File: src/rtl/pdm_capture_decimator.sv
// PDM microphone front end: mic-clock generation, one/two-channel capture and boxcar decimation
// into a valid/ready holding register. Define PDM_DC_BLOCK_EN to add a one-pole DC blocker.
module pdm_capture_decimator #(
  parameter int unsigned CLK_DIV  = 32,
  parameter int unsigned DECIM    = 256,
  parameter int unsigned OUT_W    = 16,
  parameter int unsigned CHANNELS = 1,
  parameter int unsigned DC_SHIFT = 8
) (
  input  logic                      clk_in,
  input  logic                      rst_in,
  input  logic                      enable_in,
  input  logic                      mic_data_in,
  output logic                      mic_clk_out,
  output logic                      pdm_tick_out,
  output logic [CHANNELS*OUT_W-1:0] sample_out,
  output logic                      sample_valid_out,
  input  logic                      sample_ready_in,
  output logic                      overrun_out
);

  localparam int unsigned DIV_W = $clog2(CLK_DIV);
  localparam int unsigned CNT_W = $clog2(DECIM);
  localparam int unsigned A     = CNT_W + 1;
  localparam int unsigned WW    = A + OUT_W;
  localparam int unsigned SHL   = (A <= OUT_W) ? OUT_W - A : 0;
  localparam int unsigned SHR   = (A > OUT_W) ? A - OUT_W : 0;

  if (CLK_DIV < 4 || CLK_DIV % 2 != 0 || DECIM < 4 || DECIM > 4096 ||
      (DECIM & (DECIM - 1)) != 0 || OUT_W < 8 || OUT_W > 24 ||
      CHANNELS < 1 || CHANNELS > 2 || DC_SHIFT < 1 || DC_SHIFT > 12) begin : g_param_err
    $error("pdm_capture_decimator: illegal parameter set");
  end

  logic [DIV_W-1:0]          div_q, div_d;
  logic                      mic_clk_q, mic_clk_d;
  logic                      tick_q, tick_d;
  logic                      bit_q, bit_d;
  logic                      cap0_q, cap0_d;
  logic                      cap1_q, cap1_d;
  logic [CNT_W-1:0]          cnt_q, cnt_d;
  logic [A-1:0]              tally_q [CHANNELS];
  logic [A-1:0]              tally_d [CHANNELS];
  logic [CHANNELS*OUT_W-1:0] sample_q, sample_d;
  logic                      valid_q, valid_d;
  logic                      overrun_q, overrun_d;
  logic                      last_cap_c;
  logic                      frame_c;
  logic [CHANNELS*OUT_W-1:0] scaled_c;
  logic                      load_c;
  logic [CHANNELS*OUT_W-1:0] new_c;

  // Centre the ones-tally on zero, saturate to A signed bits, then scale to OUT_W.
  function automatic logic [OUT_W-1:0] scale(input logic [A-1:0] t);
    logic [A-1:0]         v;
    logic signed [WW-1:0] e;
    v = (t == A'(DECIM)) ? A'(DECIM / 2 - 1) : t - A'(DECIM / 2);
    e = WW'(signed'(v));
    e = (e <<< SHL) >>> SHR;
    return OUT_W'(e);
  endfunction

  // Divider, capture strobes (bit registered one cycle before it is tallied) and frame tally.
  always_comb begin : capture_comb
    div_d      = div_q;
    mic_clk_d  = 1'b0;
    tick_d     = 1'b0;
    bit_d      = 1'b0;
    cap0_d     = 1'b0;
    cap1_d     = 1'b0;
    cnt_d      = cnt_q;
    tally_d    = tally_q;
    last_cap_c = 1'b0;
    frame_c    = 1'b0;
    scaled_c   = '0;
    if (!enable_in) begin
      div_d = '0;
      cnt_d = '0;
      for (int c = 0; c < int'(CHANNELS); c++) tally_d[c] = '0;
    end else begin
      div_d     = (div_q == DIV_W'(CLK_DIV - 1)) ? '0 : div_q + 1'b1;
      mic_clk_d = (div_d < DIV_W'(CLK_DIV / 2));
      tick_d    = (div_d == '0);
      bit_d     = mic_data_in;
      cap0_d    = (div_q == DIV_W'(CLK_DIV / 2 - 1));
      cap1_d    = (CHANNELS == 2) && (div_q == DIV_W'(CLK_DIV - 1));
      last_cap_c = (CHANNELS == 2) ? cap1_q : cap0_q;
      for (int c = 0; c < int'(CHANNELS); c++) begin
        if ((c == 0) ? cap0_q : cap1_q) tally_d[c] = tally_q[c] + A'(bit_q);
      end
      if (last_cap_c) begin
        if (cnt_q == CNT_W'(DECIM - 1)) begin
          cnt_d   = '0;
          frame_c = 1'b1;
        end else begin
          cnt_d = cnt_q + 1'b1;
        end
      end
      if (frame_c) begin
        for (int c = 0; c < int'(CHANNELS); c++) begin
          scaled_c[c*OUT_W +: OUT_W] = scale(tally_d[c]);
          tally_d[c] = '0;
        end
      end
    end
  end

`ifdef PDM_DC_BLOCK_EN
  localparam int unsigned SW = OUT_W + DC_SHIFT + 2;
  localparam logic signed [SW-1:0] Y_MAX = SW'((2 ** (OUT_W - 1)) - 1);
  localparam logic signed [SW-1:0] Y_MIN = SW'(-(2 ** (OUT_W - 1)));

  logic signed [SW-1:0] y_q [CHANNELS];
  logic signed [SW-1:0] y_d [CHANNELS];
  logic [OUT_W-1:0]     xprev_q [CHANNELS];
  logic [OUT_W-1:0]     xprev_d [CHANNELS];
  logic                 dc_vld_q, dc_vld_d;

  function automatic logic [OUT_W-1:0] sat(input logic signed [SW-1:0] y);
    if (y > Y_MAX) return {1'b0, {(OUT_W - 1){1'b1}}};
    if (y < Y_MIN) return {1'b1, {(OUT_W - 1){1'b0}}};
    return OUT_W'(y);
  endfunction

  // y = x - x_prev + y_prev - (y_prev >>> DC_SHIFT), one cycle behind the frame end.
  always_comb begin : dc_comb
    y_d      = y_q;
    xprev_d  = xprev_q;
    dc_vld_d = frame_c;
    load_c   = dc_vld_q;
    new_c    = '0;
    for (int c = 0; c < int'(CHANNELS); c++) begin
      if (frame_c) begin
        y_d[c] = SW'(signed'(scaled_c[c*OUT_W +: OUT_W])) - SW'(signed'(xprev_q[c]))
               + y_q[c] - (y_q[c] >>> DC_SHIFT);
        xprev_d[c] = scaled_c[c*OUT_W +: OUT_W];
      end
      new_c[c*OUT_W +: OUT_W] = sat(y_q[c]);
    end
  end

  always_ff @(posedge clk_in or posedge rst_in) begin : dc_regs
    if (rst_in) begin
      dc_vld_q <= 1'b0;
      for (int c = 0; c < int'(CHANNELS); c++) begin
        y_q[c]     <= '0;
        xprev_q[c] <= '0;
      end
    end else begin
      dc_vld_q <= dc_vld_d;
      y_q      <= y_d;
      xprev_q  <= xprev_d;
    end
  end
`else
  assign load_c = frame_c;
  assign new_c  = scaled_c;
`endif

  // Holding register: a load always wins; overwriting an unaccepted frame flags overrun.
  always_comb begin : out_comb
    sample_d  = sample_q;
    valid_d   = valid_q;
    overrun_d = overrun_q;
    if (load_c) begin
      sample_d = new_c;
      valid_d  = 1'b1;
      if (valid_q && !sample_ready_in) overrun_d = 1'b1;
    end else if (valid_q && sample_ready_in) begin
      valid_d = 1'b0;
    end
  end

  always_ff @(posedge clk_in or posedge rst_in) begin : regs
    if (rst_in) begin
      div_q     <= '0;
      mic_clk_q <= 1'b0;
      tick_q    <= 1'b0;
      bit_q     <= 1'b0;
      cap0_q    <= 1'b0;
      cap1_q    <= 1'b0;
      cnt_q     <= '0;
      for (int c = 0; c < int'(CHANNELS); c++) tally_q[c] <= '0;
      sample_q  <= '0;
      valid_q   <= 1'b0;
      overrun_q <= 1'b0;
    end else begin
      div_q     <= div_d;
      mic_clk_q <= mic_clk_d;
      tick_q    <= tick_d;
      bit_q     <= bit_d;
      cap0_q    <= cap0_d;
      cap1_q    <= cap1_d;
      cnt_q     <= cnt_d;
      tally_q   <= tally_d;
      sample_q  <= sample_d;
      valid_q   <= valid_d;
      overrun_q <= overrun_d;
    end
  end

  assign mic_clk_out      = mic_clk_q;
  assign pdm_tick_out     = tick_q;
  assign sample_out       = sample_q;
  assign sample_valid_out = valid_q;
  assign overrun_out      = overrun_q;

endmodule
File: config.mk
export PLATFORM = sky130hd
export DESIGN_NAME = pdm_capture_decimator
export DESIGN_NICKNAME = d
export VERILOG_FILES = /design/src/rtl/pdm_capture_decimator.sv
export SDC_FILE = /design/constraint.sdc
export NUM_CORES = 1
export LEC_CHECK = 0
export ABC_AREA = 1
export ABC_CLOCK_PERIOD_IN_PS = 1770
export CORE_MARGIN = 2
export CORE_UTILIZATION = 30
export CTS_CLUSTER_DIAMETER = 200
export DETAILED_ROUTE_END_ITERATION = 8
export GPL_ROUTABILITY_DRIVEN = 0
export PLACE_DENSITY = 0.47
export SYNTH_ARGS = -nofsm -noshare
export SYNTH_HDL_FRONTEND = slang
export SYNTH_SLANG_ARGS = --single-unit
File: constraint.sdc
create_clock -name clk_in -period 1.77 [get_ports clk_in]
set_clock_uncertainty 0.05 [all_clocks]
set_input_delay 0.354 -clock clk_in [delete_from_list [all_inputs] [get_ports clk_in]]
set_output_delay 0.354 -clock clk_in [all_outputs]
set_load 0.02 [all_outputs]
==> run metrics <==
result of the run finished clean; clk sink count 37; top fanout value on the critical path 8; time the final worst path needs with I/O delays and setup 1710 ps; Max Slew Vio Count 0; DR vias 1594; Post-Place Setup Slack -103 ps; fraction of layout cells with a size suffix above 1 26.4%; Worst-path clk slew 80 ps; CP cell instances ha_4, ha_4, inv_2, nand2_2, nand2_2, nand2_2, nor2_2, nand3_2, nor2_4, nand2_4, nand2_2, nand2_1; Synth Instances 233; Worst-Skew Late Latency 290 ps; site row count 29; leading post-synthesis cells by cell area sky130_fd_sc_hd__dfrtp_1 (48%), sky130_fd_sc_hd__nand2_1 (9.7%), sky130_fd_sc_hd__nor2_1 (7.2%); HP Class input port to async pin; type of origin of the critical path flop; total of warnings raised by yosys 0; share of the synthesized area in compound gates (AO/OA/AOI/OAI) 8.94%; Final Worst Setup Slack 61.4 ps; Pre-Repair DR Iteration Count 6; global-route wire length before repair 7.26 mm; internal power 1370 µW; per-cell via count in the routed design 4.46; power density cells 690 mW/mm²; detailed-route wire length per cell 11.4 µm; TritonCTS clock tree built; drt total wl 4.05 mm; post-route antenna net violation count 0; WL met2 1.99 mm; max-capacitance violation count 0; Cell variety after synth 26; most used flip-flop cell after synthesis sky130_fd_sc_hd__dfrtp_1; hpwl dp 2.90 mm; count of endpoints failing hold in the final timing report 0; required time worst endpoint 1900 ps; number of global-route vias before repair 1610; placeable core region 0.00628 mm²; H-tree Lvls 2; critical path's most frequent cell sky130_fd_sc_hd__nand2_2; type of the setup path with the least slack flop to flop; clock network fraction of total power 43.2%; Async SR Flop Fraction 100%; Post-Synth XOR/XNOR Area 0.454%; Die W 84.2 µm; largest stage delay on the critical path 410 ps; cell chosen for the clock root sky130_fd_sc_hd__clkbuf_8; Ports 25; IO buf count 17; routed wl met3 122 µm; maximum clock insertion buffer count 2; Post-Layout Cell Count 357; multiplexer share of the synthesized area 0%; Area growth, synth to finish 32.4%; net switching power of the design 392 µW; RSZ-0062 raised after global routing yes; drt drc 0; Die Height 84.2 µm; Data arrival, critical path 1840 ps; number of synthesized flops with an enable pin 0; number of register bits inferred by synthesis 37; max layer used met4; initial antenna violation count 0; Tot GR Track Use 12.6%; kind of capture point of the worst setup path flop; Syn Area/Cell 8.29 µm²; Leakage 0.00120 µW; cell type contributing the most total cell area after synthesis sky130_fd_sc_hd__dfrtp_1; Fin Hold WS 357 ps; antenna cells 0; proportion of total power due to net switching 22.2%; post-route clock period utilization 96.5%; synthesized-area fraction occupied by and/or/nand/nor cells 29.2%; fill cell total of the finished layout 651; Post-Synth Adder-Cell Area 3.89%; Synth Cell Area 0.00193 mm²; routed metal-1 wirelength 1.90 mm; initial core utilization 30.8%; part of the power in registers 49.4%; Final setup viols 0; Comb power frac 7.3%; CTS Buf Count 5; First DRT Iteration DRCs 33; combinational family with the most area after synthesis simple AND/OR/NAND/NOR gates; area share of the largest cell type after synthesis 48.0%; Layout Nets 290; maximum frequency from static timing analysis 585 MHz; number of instances in the placed design 345; slowest cell on the critical path sky130_fd_sc_hd__dfrtp_1; maximum number of pins on one net before global-route repair 38; IR drop worst, VDD 0.350 mV; sequential element share of the synthesized area 48.0%; overflow left after global routing 0; Die Outline Area 0.00709 mm²
critical path: cells and delay by family, from the launching register on:
family                   cells  cell delay [ps]
AND/OR/NAND/NOR              9              720
flip-flops                   1              410
adder cells (fa/ha/maj)      2              380
buffers and inverters        1               40
area by class of cell:
| type | count | area, µm² | area share [%] |
|---|---|---|---|
| tap | 77 | 96.3 | 3.77 |
| clock buffer | 7 | 86.3 | 3.38 |
| sequential | 37 | 927 | 36.3 |
| clock inverter | 1 | 30.0 | 1.17 |
| multi-input combinational | 162 | 926 | 36.2 |
| inverter | 30 | 113 | 4.41 |
| timing repair buffer | 43 | 378 | 14.8 |
path summary, 6_finish.rpt:
check	start	end	slack [ps]	cells after the start
setup / recovery	bit_q	sample_out[14]	60	12
hold reg to reg	overrun_out	overrun_out	430	1
setup reg to reg	bit_q	sample_out[14]	60	12
hold / removal	rst_in	bit_q	360	3
min in group clk_in	overrun_out	overrun_out	430	1
max in group asynchronous	rst_in	overrun_out	1110	3
synth_stat cells, types with 3 or more instances:
master / instances
sky130_fd_sc_hd__nor2_1: 37
sky130_fd_sc_hd__inv_1: 28
sky130_fd_sc_hd__nand3_1: 9
sky130_fd_sc_hd__buf_4: 8
sky130_fd_sc_hd__ha_1: 6
sky130_fd_sc_hd__a21oi_1: 11
sky130_fd_sc_hd__o21ai_0: 7
sky130_fd_sc_hd__nand2_1: 50
sky130_fd_sc_hd__nand4_1: 3
sky130_fd_sc_hd__nand3_2: 3
sky130_fd_sc_hd__nor2_4: 3
sky130_fd_sc_hd__dfrtp_1: 37
sky130_fd_sc_hd__nor2_2: 3
sky130_fd_sc_hd__nor3_1: 6
sky130_fd_sc_hd__a21oi_2: 7
repair_timing:
action | in CTS | in global routing
endpoints found under the setup margin | 8 | 9
cloned | 0 | 0
gates resized for setup | 13 | 10
pin swaps | 11 | 8
hold buffers | 0 | 0
setup buffers | 4 | 0
registers in the layout, indices dropped and copies added, names as in the netlist:
signal	cells
mic_clk_out	1
bit_q	1
cnt_q	8
tally_q	9
cap0_q	1
overrun_out	1
div_q	5
sample_out	9
sample_valid_out	1
pdm_tick_out	1
routing by layer:
metal	global-route usage, %	vias up
li1	-	813
met3	3.05	5
met5	0	-
met1	16.2	755
met2	21.1	21
met4	3.52	0
per-stage QoR:
step | instance area, µm² | setup TNS, ps | utilization [%] | power (µW)
6_report | 2560 | 0 | 40.7 | 1760
5_1_grt | 2560 | -182 | 40.7 | 1840
4_1_cts | 2520 | -29.3 | 40.1 | 1800
3_5_place_dp | 2330 | -540 | 37.1 | 1020
3_3_place_gp | 2330 | -29.6 | 37.1 | 1020
2_1_floorplan | 1950 | 0 | - | 972
placed cells by master, fill, tap and decap left out, types with 4 or more instances in the layout:
cell / synthesis / routed
sky130_fd_sc_hd__nand2_1: 50 / 39
sky130_fd_sc_hd__dfrtp_1: 37 / 36
sky130_fd_sc_hd__nor2_1: 37 / 35
sky130_fd_sc_hd__inv_1: 28 / 27
sky130_fd_sc_hd__buf_4: 8 / 25
sky130_fd_sc_hd__clkdlybuf4s50_1: 0 / 17
sky130_fd_sc_hd__nand2_2: 2 / 12
sky130_fd_sc_hd__nand3_1: 9 / 9
sky130_fd_sc_hd__a21oi_1: 11 / 9
sky130_fd_sc_hd__a21oi_2: 7 / 9
sky130_fd_sc_hd__o21ai_0: 7 / 7
sky130_fd_sc_hd__conb_1: 1 / 7
sky130_fd_sc_hd__nor3_1: 6 / 6
sky130_fd_sc_hd__clkbuf_8: 0 / 6
sky130_fd_sc_hd__nor2_4: 3 / 5
sky130_fd_sc_hd__ha_1: 6 / 4
power groups by stage:
stage | Combinational (µW) | Sequential, µW | Clock, µW
floorplan | 71.5 | 901 | 0
global placement | 132 | 888 | 0
detailed placement | 132 | 889 | 0
CTS | 132 | 872 | 795
global route | 145 | 875 | 821
finish | 129 | 872 | 763
logic make-up (layout without fill, tap and decap cells):
logic type	Yosys count	count (layout)
and+or+nand+nor	120	120
xor gates and xnor gates	1	1
adders and majority gates	6	6
other	1	7
buffers and inverters	40	81
AOI/OAI and AO/OA	28	28
DFF	37	37
Note: power is estimated with default switching activity, not from simulation.
